[src/rtl/spi_sclk_gen_pkg.sv]
// rtl/spi_sclk_gen_pkg.sv - shared state encoding, default widths and strobe helper for spi_sclk_gen
package spi_sclk_pkg;

    typedef enum logic [1:0] {
        IDLE  = 2'd0,
        LEAD  = 2'd1,
        RUN   = 2'd2,
        TRAIL = 2'd3
    } sclk_state_t;

    localparam int SCLK_CNT_W  = 16;
    localparam int SCLK_BITS_W = 6;

    // Returns {shift, sample} for an SCLK edge. With cpha=0 the last trailing
    // edge has no bit left to drive, so it produces no shift.
    function automatic logic [1:0] edge_strobes(input logic leading,
                                                input logic cpha_mode,
                                                input logic final_edge);
        if (cpha_mode) begin
            return leading ? 2'b10 : 2'b01;
        end
        return leading ? 2'b01 : {~final_edge, 1'b0};
    endfunction

endpackage

[src/rtl/spi_sclk_gen_half_period_counter.sv]
// rtl/spi_sclk_gen_half_period_counter.sv - free-running 0..limit-1 divider with one-cycle wrap pulse
module half_period_counter #(
    parameter int CNT_W = 16
) (
    input  logic             clk_in,
    input  logic             reset_n,
    input  logic             clr,
    input  logic             en,
    input  logic [CNT_W-1:0] limit,
    output logic             wrap
);

    logic [CNT_W-1:0] count_q;
    logic [CNT_W-1:0] count_d;

    // A limit of 0 behaves as 1 so the wrap still fires every enabled cycle.
    assign wrap = en && ((limit == '0) || (count_q == limit - 1'b1));

    always_comb begin
        count_d = count_q;
        if (clr) begin
            count_d = '0;
        end else if (en) begin
            count_d = wrap ? '0 : count_q + 1'b1;
        end
    end

    always_ff @(posedge clk_in or negedge reset_n) begin
        if (!reset_n) begin
            count_q <= '0;
        end else begin
            count_q <= count_d;
        end
    end

endmodule

[src/rtl/spi_sclk_gen.sv]
// rtl/spi_sclk_gen.sv - transaction-based SPI SCLK/strobe generator; SPI_SCLK_GEN_CS_EN adds cs_n and TRAIL
module spi_sclk_gen
    import spi_sclk_pkg::*;
#(
    parameter int CNT_W  = SCLK_CNT_W,
    parameter int BITS_W = SCLK_BITS_W
) (
    input  logic              clk_in,
    input  logic              reset_n,
    input  logic              start,
    input  logic              abort,
    input  logic [CNT_W-1:0]  half_period,
    input  logic [BITS_W-1:0] num_bits,
    input  logic              cpol,
    input  logic              cpha,
    output logic              sclk,
    output logic              shift_stb,
    output logic              sample_stb,
    output logic              busy,
    output logic              done
`ifdef SPI_SCLK_GEN_CS_EN
    ,
    output logic              cs_n
`endif
);

    localparam int EDGE_W = BITS_W + 1;

    sclk_state_t       state_q, state_d;
    logic              sclk_q, sclk_d;
    logic              shift_q, shift_d;
    logic              sample_q, sample_d;
    logic              done_q, done_d;
    logic [CNT_W-1:0]  h_q, h_d;
    logic [BITS_W-1:0] n_q, n_d;
    logic              cpol_q, cpol_d;
    logic              cpha_q, cpha_d;
    logic [EDGE_W-1:0] edge_q, edge_d;

    logic              ctr_clr;
    logic              ctr_en;
    logic              wrap;
    logic [EDGE_W-1:0] last_edge;
    logic [EDGE_W-1:0] edge_next;
    logic [1:0]        stb;

    assign last_edge = {n_q, 1'b0};
    assign edge_next = edge_q + 1'b1;
    assign stb       = edge_strobes(edge_next[0], cpha_q, edge_next == last_edge);

    half_period_counter #(.CNT_W(CNT_W)) u_div (
        .clk_in  (clk_in),
        .reset_n (reset_n),
        .clr     (ctr_clr),
        .en      (ctr_en),
        .limit   (h_q),
        .wrap    (wrap)
    );

    always_comb begin
        state_d  = state_q;
        sclk_d   = sclk_q;
        shift_d  = 1'b0;
        sample_d = 1'b0;
        done_d   = 1'b0;
        h_d      = h_q;
        n_d      = n_q;
        cpol_d   = cpol_q;
        cpha_d   = cpha_q;
        edge_d   = edge_q;
        ctr_clr  = 1'b0;
        ctr_en   = 1'b0;

        case (state_q)
            IDLE: begin
                sclk_d  = cpol;
                ctr_clr = 1'b1;
                edge_d  = '0;
                if (start && !abort) begin
                    state_d = LEAD;
                    h_d     = (half_period == '0) ? CNT_W'(1) : half_period;
                    n_d     = (num_bits == '0) ? BITS_W'(1) : num_bits;
                    cpol_d  = cpol;
                    cpha_d  = cpha;
                    shift_d = ~cpha;
                end
            end
            LEAD: begin
                ctr_en = 1'b1;
                if (wrap) begin
                    state_d  = RUN;
                    sclk_d   = ~sclk_q;
                    edge_d   = edge_next;
                    shift_d  = stb[1];
                    sample_d = stb[0];
                end
            end
            RUN: begin
                ctr_en = 1'b1;
`ifdef SPI_SCLK_GEN_CS_EN
                if (wrap) begin
                    sclk_d   = ~sclk_q;
                    edge_d   = edge_next;
                    shift_d  = stb[1];
                    sample_d = stb[0];
                    if (edge_next == last_edge) begin
                        state_d = TRAIL;
                    end
                end
`else
                // Without a trailing half-period, finish one cycle after the final edge.
                if (edge_q == last_edge) begin
                    state_d = IDLE;
                    done_d  = 1'b1;
                end else if (wrap) begin
                    sclk_d   = ~sclk_q;
                    edge_d   = edge_next;
                    shift_d  = stb[1];
                    sample_d = stb[0];
                end
`endif
            end
            TRAIL: begin
                ctr_en = 1'b1;
                if (wrap) begin
                    state_d = IDLE;
                    done_d  = 1'b1;
                end
            end
            default: begin
                state_d = IDLE;
            end
        endcase

        if (abort && (state_q != IDLE)) begin
            state_d  = IDLE;
            sclk_d   = cpol_q;
            shift_d  = 1'b0;
            sample_d = 1'b0;
            done_d   = 1'b0;
            ctr_clr  = 1'b1;
        end
    end

    always_ff @(posedge clk_in or negedge reset_n) begin
        if (!reset_n) begin
            state_q  <= IDLE;
            sclk_q   <= 1'b0;
            shift_q  <= 1'b0;
            sample_q <= 1'b0;
            done_q   <= 1'b0;
            h_q      <= CNT_W'(1);
            n_q      <= BITS_W'(1);
            cpol_q   <= 1'b0;
            cpha_q   <= 1'b0;
            edge_q   <= '0;
        end else begin
            state_q  <= state_d;
            sclk_q   <= sclk_d;
            shift_q  <= shift_d;
            sample_q <= sample_d;
            done_q   <= done_d;
            h_q      <= h_d;
            n_q      <= n_d;
            cpol_q   <= cpol_d;
            cpha_q   <= cpha_d;
            edge_q   <= edge_d;
        end
    end

    assign sclk       = sclk_q;
    assign shift_stb  = shift_q;
    assign sample_stb = sample_q;
    assign done       = done_q;
    assign busy       = (state_q != IDLE);
`ifdef SPI_SCLK_GEN_CS_EN
    assign cs_n       = (state_q == IDLE);
`endif

endmodule

[config.mk]
export PLATFORM = sky130hd
export DESIGN_NAME = spi_sclk_gen
export DESIGN_NICKNAME = d
export VERILOG_FILES = /design/src/rtl/spi_sclk_gen_pkg.sv /design/src/rtl/spi_sclk_gen_half_period_counter.sv /design/src/rtl/spi_sclk_gen.sv
export SDC_FILE = /design/constraint.sdc
export NUM_CORES = 1
export LEC_CHECK = 0
export CORE_MARGIN = 2
export CORE_UTILIZATION = 58
export DETAILED_ROUTE_END_ITERATION = 10
export PLACE_DENSITY = 0.81
export SETUP_SLACK_MARGIN = 0.4
export SLEW_MARGIN = 20
export SYNTH_ARGS = -nofsm -noshare
export SYNTH_HDL_FRONTEND = slang
export SYNTH_SLANG_ARGS = --single-unit
[constraint.sdc]
create_clock -name clk_in -period 4.51 [get_ports clk_in]
set_input_delay 1.1275 -clock clk_in [delete_from_list [all_inputs] [get_ports clk_in]]
set_output_delay 1.1275 -clock clk_in [all_outputs]
set_load 0.005 [all_outputs]
# After elaboration in Yosys (flattened, before gate mapping)
# Cells that the tools add are included.
word_totals:
  ff_bits: 53
  input_bits: 28
op_classes:
  n_addsub: 3
  eq_ne: 12
  muxes: 39
  bitwise: 3
  reduce_logical: 18
ops:
  columns: ["op", "count"]
  rows:
  - ["$mux 16", 4]
  - ["$logic_not 16->1", 2]
  - ["$pmux 7 s3", 1]
  - ["$mux 2", 9]
  - ["$mux 1", 17]
  - ["$add 16x1->16 const B", 1]
  - ["$eq 16x16->1", 1]
  - ["$sub 16x1->16 const B", 1]
  - ["$eq 7x7->1", 2]
  - ["$mux 7", 2]
  - ["$ne 3x3->1 const B", 3]
  - ["$pmux 2 s4", 1]
  - ["$add 7x1->7 const B", 1]
  - ["$logic_not 6->1", 1]
  - ["$mux 6", 1]
  - ["$ne 3x2->1 const B", 2]
  - ["$pmux 1 s3", 2]
  - ["$reduce_and 2->1", 3]
  - ["$eq 2x2->1 const B", 2]
  - ["$pmux 1 s2", 2]
  - ["$reduce_and 4->1", 1]
  - ["$reduce_bool 2->1", 2]
  - ["$reduce_bool 4->1", 1]
  - ["$logic_and 1x1->1", 3]
  - ["other kinds (8)", 10]

# Logic depth before layout (Yosys ltp)
# Gate-level depths: netlist (run 1).
logic_depth:
  word_depth: 9
  ltp_mapped: 12

# By module
# A second synthesis (run 1) with hierarchy kept.
hier_totals:
  cells_unflattened: 363
  area_unflattened_um2: 3467.1
modules_own_cells:
  columns: ["mod", "instances", "cells_per_inst", "area_each_um2"]
  rows:
  - ["spi_sclk_gen", 1, 178, 1966.9]
  - ["half_period_counter", 1, 185, 1500.2]

# Worst setup path before layout (run 1)
# No wires, ideal clock.
synth_path:
  path_kind: "register -> register"
  start: "reg h_q[7]"
  end: "reg state_q[1]"
  t_arrival_ns: 3.027
  path_slack_ns: 1.357
  path_stages_with_launch: 10
  path_buffers: 1
  period_less_slack_ns: 3.153
  cell_sequence: "dfrtp_1 buf_6 or4_4 or4_1 o22ai_1 a31oi_1 or3_4 o41ai_4 o21bai_2 a311o_1"
synth_via:
  elab_chain_len: 6
synth_lines:
  columns: ["element", "line_no", "source"]
  rows:
  - ["start: declaration", "spi_sclk_gen.sv:34", "logic [CNT_W-1:0] h_q, h_d;"]
  - ["start signal: assignment", "spi_sclk_gen.sv:152", "h_q <= CNT_W'(1);"]
  - ["start signal: assignment", "spi_sclk_gen.sv:163", "h_q <= h_d;"]
  - ["$sub 16x1->16", "spi_sclk_gen_half_period_counter.sv:17", "assign wrap = en && ((limit == '0) || (count_q == limit - 1'b1));"]
  - ["$eq 16x16->1", "spi_sclk_gen_half_period_counter.sv:17", null]
  - ["$logic_or 1x1->1 (*)", "spi_sclk_gen_half_period_counter.sv:17", null]
  - ["$logic_and 1x1->1 (*)", "spi_sclk_gen_half_period_counter.sv:17", null]
  - ["$ne 3x2->1 (no line)", null, null]
  - ["$reduce_and 4->1 (no line) (*)", null, null]
  - ["end signal: assignment", "spi_sclk_gen.sv:158", "state_q <= state_d;"]
  - ["end: declaration", "spi_sclk_gen.sv:29", "sclk_state_t state_q, state_d;"]
# Every way passes the cells marked *; elsewhere a longest branch is shown, timed or not.
# A chain may end at the register's enable or synchronous reset.

# Worst setup path after layout (run 1)
layout_path:
  start: "reg h_q[0]"
  end: "reg u_div.count_q[14]"
layout_via:
  elab_chain_len: 7
layout_lines:
  columns: ["element", "line_no", "source"]
  rows:
  - ["$sub 16x1->16", "spi_sclk_gen_half_period_counter.sv:17", null]
  - ["$eq 16x16->1", "spi_sclk_gen_half_period_counter.sv:17", null]
  - ["$logic_or 1x1->1 (*)", "spi_sclk_gen_half_period_counter.sv:17", null]
  - ["$logic_and 1x1->1 (*)", "spi_sclk_gen_half_period_counter.sv:17", null]
  - ["$mux 16 (*)", "spi_sclk_gen_half_period_counter.sv:24", "count_d = wrap ? '0 : count_q + 1'b1;"]
  - ["$mux 16 (*)", "spi_sclk_gen_half_period_counter.sv:23", "end else if (en) begin"]
  - ["$mux 16 (*)", "spi_sclk_gen_half_period_counter.sv:21", "if (clr) begin"]
  - ["end signal: assignment", "spi_sclk_gen_half_period_counter.sv:32", "count_q <= count_d;"]
  - ["end: declaration", "spi_sclk_gen_half_period_counter.sv:13", "logic [CNT_W-1:0] count_q;"]
# Every way passes the cells marked *; elsewhere a longest branch is shown, timed or not. The select of a mux whose other input is x is not followed.

==> impl_metrics.toml, run 1 <==
[run_status]
status = "finished clean"

[sta]
setup_viol = 0
drv_slew = 0
rsz0062_at_grt = "no"
relSlewSlack = 0.3783
period_needed_ps = 3601
worst_slew_pin_slew_ps = 932.6
skew_ps = 6.841
finalHoldViolCount = 0
setup_ws_ps = 908.8
fin_crit_sh = 0.7985
max_clock_freq_mhz = 277.7
setup-tns-final_ps = 0

[cells_and_area]
final_area_sq_um = 3950
drive_gt1_frac = 0.1407
antennaDiodeCount = 0
mostFrequentLayoutCell = "dfrtp_1"
num-fill-cells = 467
stdcell_count = 466
final_cell_mix = "dfrtp_1 (51), clkdlybuf4s50_1 (31), mux2_2 (24)"
area_growth_pct = 12.79
final_nets = 427

[route]
drtAntennaViolNets = 0
vias = 2890
firstDrtPassIters = 4
via_per_inst = 6.202
drcViolationCount = 0
first_iter_violations = 186
avgRoutedWirePerCell_um = 16.28
drt_wl_total_um = 7587

[placed_design]
dpl-instance-area_sq_um = 3855
port_buffers = 32
place_congestion = 0.8738
dp_hpwl_um = 5740
dpl.cell_count = 458
place_ws_ps = 983.8

[cts]
cts_setup_buffers = 0
clock_sinks = 53
cts.repair.resized = 0
cts.path.max_buffers = 2
cts_buffers = 5
clkLatencyLatePin_ps = 320
cts.clk_slew.worst_paths_ps = 100
h-tree-depth = 2
tritoncts = "yes"
cts_root_buffer = "clkbuf_8"
ctsHoldBuffers = 0

[setup_path]
slowest_stage = "o21a_1"
cp_data_required_time_ps = 4750
crit_chain = "inv_1, ha_1, nor3b_1, a211oi_1, a2111o_1, o2bb2ai_1, or2_2, o21a_1, a41oi_1, a31oi_1"
timing.critical_path.buf_inv = 1
critPathMaxStageDelay_ps = 700
cp.arrival_ps = 3850
critPathLaunchType = "flop"
crit_path_end_kind = "flop"
critPathKind = "flop to flop"
crit_family = "compound AO/OA/AOI/OAI gates"
path_max_fanout = 28

[global_route]
grt_pass1_wl_um = 12960
grt_max_degree = 43
grt_usage = 0.2498
grt_pass1_vias = 2743
overflow = 0
antenna_found_initial = 0

[yosys]
yosysSeqAreaShare = 0.3794
synth_cell_type_count = 62
ys_ff_latch = 53
syn_area_sq_um = 3502
synth_area_leaders = "dfrtp_1 (36%), mux2_2 (7.7%), xnor2_1 (4.3%), a21oi_1 (3.3%), xor2_1 (3.3%)"
syn_nets = 400
synth_edf_count = 0
synth_top_area_cell = "dfrtp_1"
postSynthCellCount = 363
async_reset_ff_frac = 1.000
synth_warnings = 0
yosysTopAreaCellShare = 0.3644
ys.flop_type = "dfrtp_1"
syn_area_per_cell_sq_um = 9.648

[floorplan]
dieWidth_um = 81.71
die-area_sq_um = 6676
initial_utilization = 0.5950
core_area_sq_um = 5886
die_h_um = 81.71
fp-row-count = 28
pin_count = 33

[pwr]
irDropWorstVdd_mv = 0.2807
leakage_nw = 1.625
power_density_nw_per_um2 = 451.1
finalPower_w = 0.001782

[min_path]
hp-class = "flop to flop"

[job]
maxCapViolCount = 0
-- final timing paths --
check / slack, ps / endpoint / startpoint / cells past startpoint
min in group asynchronous: 940 / h_q[1] / reset_n / 1
max in group asynchronous: 2790 / n_q[0] / reset_n / 2
worst max-delay path: 910 / u_div.count_q[14] / h_q[0] / 10
worst max register to register: 910 / u_div.count_q[14] / h_q[0] / 10
worst min-delay path: 530 / n_q[0] / n_q[0] / 2
worst min register to register: 530 / n_q[0] / n_q[0] / 2
-- power by group --
| group | total (W) | leakage, nW | switching (W) | internal (W) |
|---|---|---|---|---|
| clock network | 0.000288 | 0.0487 | 0.000174 | 0.000114 |
| logic | 0.000729 | 0.896 | 0.000370 | 0.000359 |
| registers | 0.000765 | 0.680 | 0.000165 | 0.000600 |
| total | 0.00178 | 1.62 | 0.000709 | 0.00107 |
-- cells by family after synthesis --
group	count (synthesis)	share of synthesized area
AOI/OAI and AO/OA	88	0.1801
xor gates and xnor gates	30	0.07503
adders and majority gates	9	0.03215
buffers and inverters	28	0.03644
DFF	53	0.3794
muxes	28	0.08860
and+or+nand+nor	127	0.2083
-- worst min-delay path: cells and delay by family (launching register included) --
family,cells,cell delay (ps)
flops,1,410
compound gates,1,70
simple gates,1,60
-- per-layer routing --
layer / part of all wire / vias to the layer above / routed length [um] / track usage
li1: - / 1411 / - / -
met1: 0.47 / 1389 / 3547 / 0.3599
met2: 0.47 / 79 / 3556 / 0.3828
met3: 0.052 / 11 / 394 / 0.04286
met4: 0.012 / 0 / 88 / 0.08333
met5: 0 / - / 0 / 0
-- sequential cells by signal, summed over array words and instances, names as in the netlist --
| register | count |
|---|---|
| u_div.count_q | 16 |
| state_q | 2 |
| done | 1 |
| sample_stb | 1 |
| sclk | 1 |
| edge_q | 7 |
| n_q | 6 |
| shift_stb | 1 |
| cpha_q | 1 |
| cpol_q | 1 |
| h_q | 16 |
-- cell usage after synthesis (5+ instances only) --
master	count
dfrtp_1	51
mux2_2	24
a21oi_1	23
nor2_1	23
nand2_1	19
xnor2_1	17
a31oi_1	13
inv_1	13
nand2b_1	13
xor2_1	13
and3_1	10
nand3_1	10
nor3_1	10
o21ai_0	10
clkbuf_1	9
ha_1	9
nor4_1	7
o211ai_1	5
-- cell type report --
| cell class | instances | area (sq um) | area share |
|---|---|---|---|
| clock buffers | 5 | 68.82 | 0.01742 |
| clock inverters | 3 | 26.28 | 0.006652 |
| inverters | 13 | 48.80 | 0.01235 |
| multi-input cells | 282 | 2046 | 0.5179 |
| flip-flops and latches | 53 | 1329 | 0.3364 |
| well taps | 75 | 93.84 | 0.02376 |
| repair buffers | 35 | 337.8 | 0.08552 |
-- through the flow --
| stage | hold WS [ps] | utilization |
|---|---|---|
| 2_1_floorplan | 477.8 | - |
| 3_3_place_gp | 499.5 | 0.6550 |
| 3_5_place_dp | 515.0 | 0.6550 |
| 4_1_cts | 530.4 | 0.6711 |
| 5_1_grt | 558.7 | 0.6711 |
| 6_report | 526.7 | 0.6711 |
(Power assumes the default switching activity.)
==> inputs of run 2 (changes only) <==
- clock period: 4.51 -> 3.7 ns (I/O delays scaled with it)
==> impl_metrics.toml, run 2 (synthesized netlist as in run 1, its figures left out) <==
[sta]
drv_slew = 0
setup_viol = 0
period_needed_ps = 3120
fin_crit_sh = 0.8432
finalHoldViolCount = 0
setup-tns-final_ps = 0
skew_ps = 9.733
worst_slew_pin_slew_ps = 515.6
max_clock_freq_mhz = 320.5
rsz0062_at_grt = "no"
relSlewSlack = 0.6563

[cts]
cts_buffers = 5
clock_sinks = 53
cts.clk_slew.worst_paths_ps = 100
tritoncts = "yes"
cts_root_buffer = "clkbuf_8"
cts_setup_buffers = 0
cts.repair.resized = 0
h-tree-depth = 2
cts.path.max_buffers = 2
clkLatencyLatePin_ps = 310
ctsHoldBuffers = 0

[floorplan]
fp-row-count = 28
die-area_sq_um = 6676
dieWidth_um = 81.71
die_h_um = 81.71
core_area_sq_um = 5886
pin_count = 33
initial_utilization = 0.5950

[route]
drcViolationCount = 0
via_per_inst = 6.205
vias = 2904
drtAntennaViolNets = 0
first_iter_violations = 138
drt_wl_total_um = 7676
avgRoutedWirePerCell_um = 16.40
firstDrtPassIters = 5

[cells_and_area]
drive_gt1_frac = 0.1501
antennaDiodeCount = 0
final_cell_mix = "dfrtp_1 (51), clkdlybuf4s50_1 (31), mux2_2 (24)"
mostFrequentLayoutCell = "dfrtp_1"
final_util = 0.6756
area_growth_pct = 13.54
final_nets = 429
reg_top3 = "h_q: 16 flops, u_div.count_q: 16 flops, edge_q: 7 flops"

[setup_path]
crit_family = "simple AND/OR/NAND/NOR gates"
cp-startpoint = "h_q[2]"
reg2reg_from = "h_q[2]"
crit_top_cell = "or4_1"
critPathKind = "flop to flop"
critPathLaunchType = "flop"
cp.arrival_ps = 3310
path_max_fanout = 6
timing.critical_path.buf_inv = 0
crit_chain = "or4_1, or4_1, mux2_2, mux2i_2, nor3_1, a32oi_1, nor4_1, a311o_1"
crit_path_end_kind = "flop"
cp_data_required_time_ps = 3900
slowest_stage = "or4_1"
critPathMaxStageDelay_ps = 570

[global_route]
grt_pass1_wl_um = 12990
grt_usage = 0.2482
grt_pass1_vias = 2747
antenna_found_initial = 0
grt_max_degree = 29
overflow = 0

[pwr]
leakage_nw = 1.627
power_density_nw_per_um2 = 542.8
irDropWorstVdd_mv = 0.3285

[placed_design]
place_congestion = 0.8472
port_buffers = 32
dp_hpwl_um = 5804

[min_path]
hp-start = "n_q[0]"
hp-class = "flop to flop"

[run_status]
status = "finished clean"

[job]
maxCapViolCount = 0
-- run 2: area by class of cell --
cell class                 instances  area [sq um]
clock buffer                       6         72.57
clock inverter                     2         15.01
fill                             485          1909
inverter                          13         48.80
multi-input combinational        282          2061
sequential                        53          1329
tap                               75         93.84
timing repair buffer              37         356.6
-- run 2: layer usage --
layer  GRT usage  part of all wire
met5           0                 0
met1      0.3605              0.48
met2      0.3869              0.46
met3     0.04176             0.045
met4     0.06500             0.012
-- run 2: through the flow --
stage | hold WS [ps] | setup WS, ps | cell area [sq um] | power [W] | std cells
floorplan | 477.8 | 546.7 | 3502 | 0.001590 | 363
global placement | 495.9 | 561.3 | 3870 | 0.001786 | 460
detailed placement | 503.1 | 460.5 | 3870 | 0.001817 | 460
CTS | 518.1 | 436.5 | 3958 | 0.002148 | 468
global route | 566.8 | 442.6 | 3976 | 0.002318 | 468
finish | 520.0 | 580.2 | 3976 | 0.002158 | 468
-- run 2: path summary, 6_finish.rpt --
kind / slack, ps / to / depth (start not counted)
max: 580 / state_q[1] / 8
min: 520 / n_q[0] / 2
max reg2reg: 580 / state_q[1] / 8
min reg2reg: 520 / n_q[0] / 2
max in group asynchronous: 2460 / n_q[0] / 2
min in group asynchronous: 570 / u_div.count_q[3] / 1
-- run 2: power breakdown --
group	internal [W]	leakage, nW	total, W	switching [W]
clock network	0.000134	0.0374	0.000333	0.000199
logic	0.000446	0.909	0.000895	0.000449
registers	0.000732	0.680	0.000931	0.000199
-- run 2: worst register-to-register path: stages, from the launching register on --
cell and delay, ps:
dfrtp_1 450, or4_1 550, or4_1 570, mux2_2 320, mux2i_2 260, nor3_1 90
a32oi_1 380, nor4_1 110, a311o_1 290
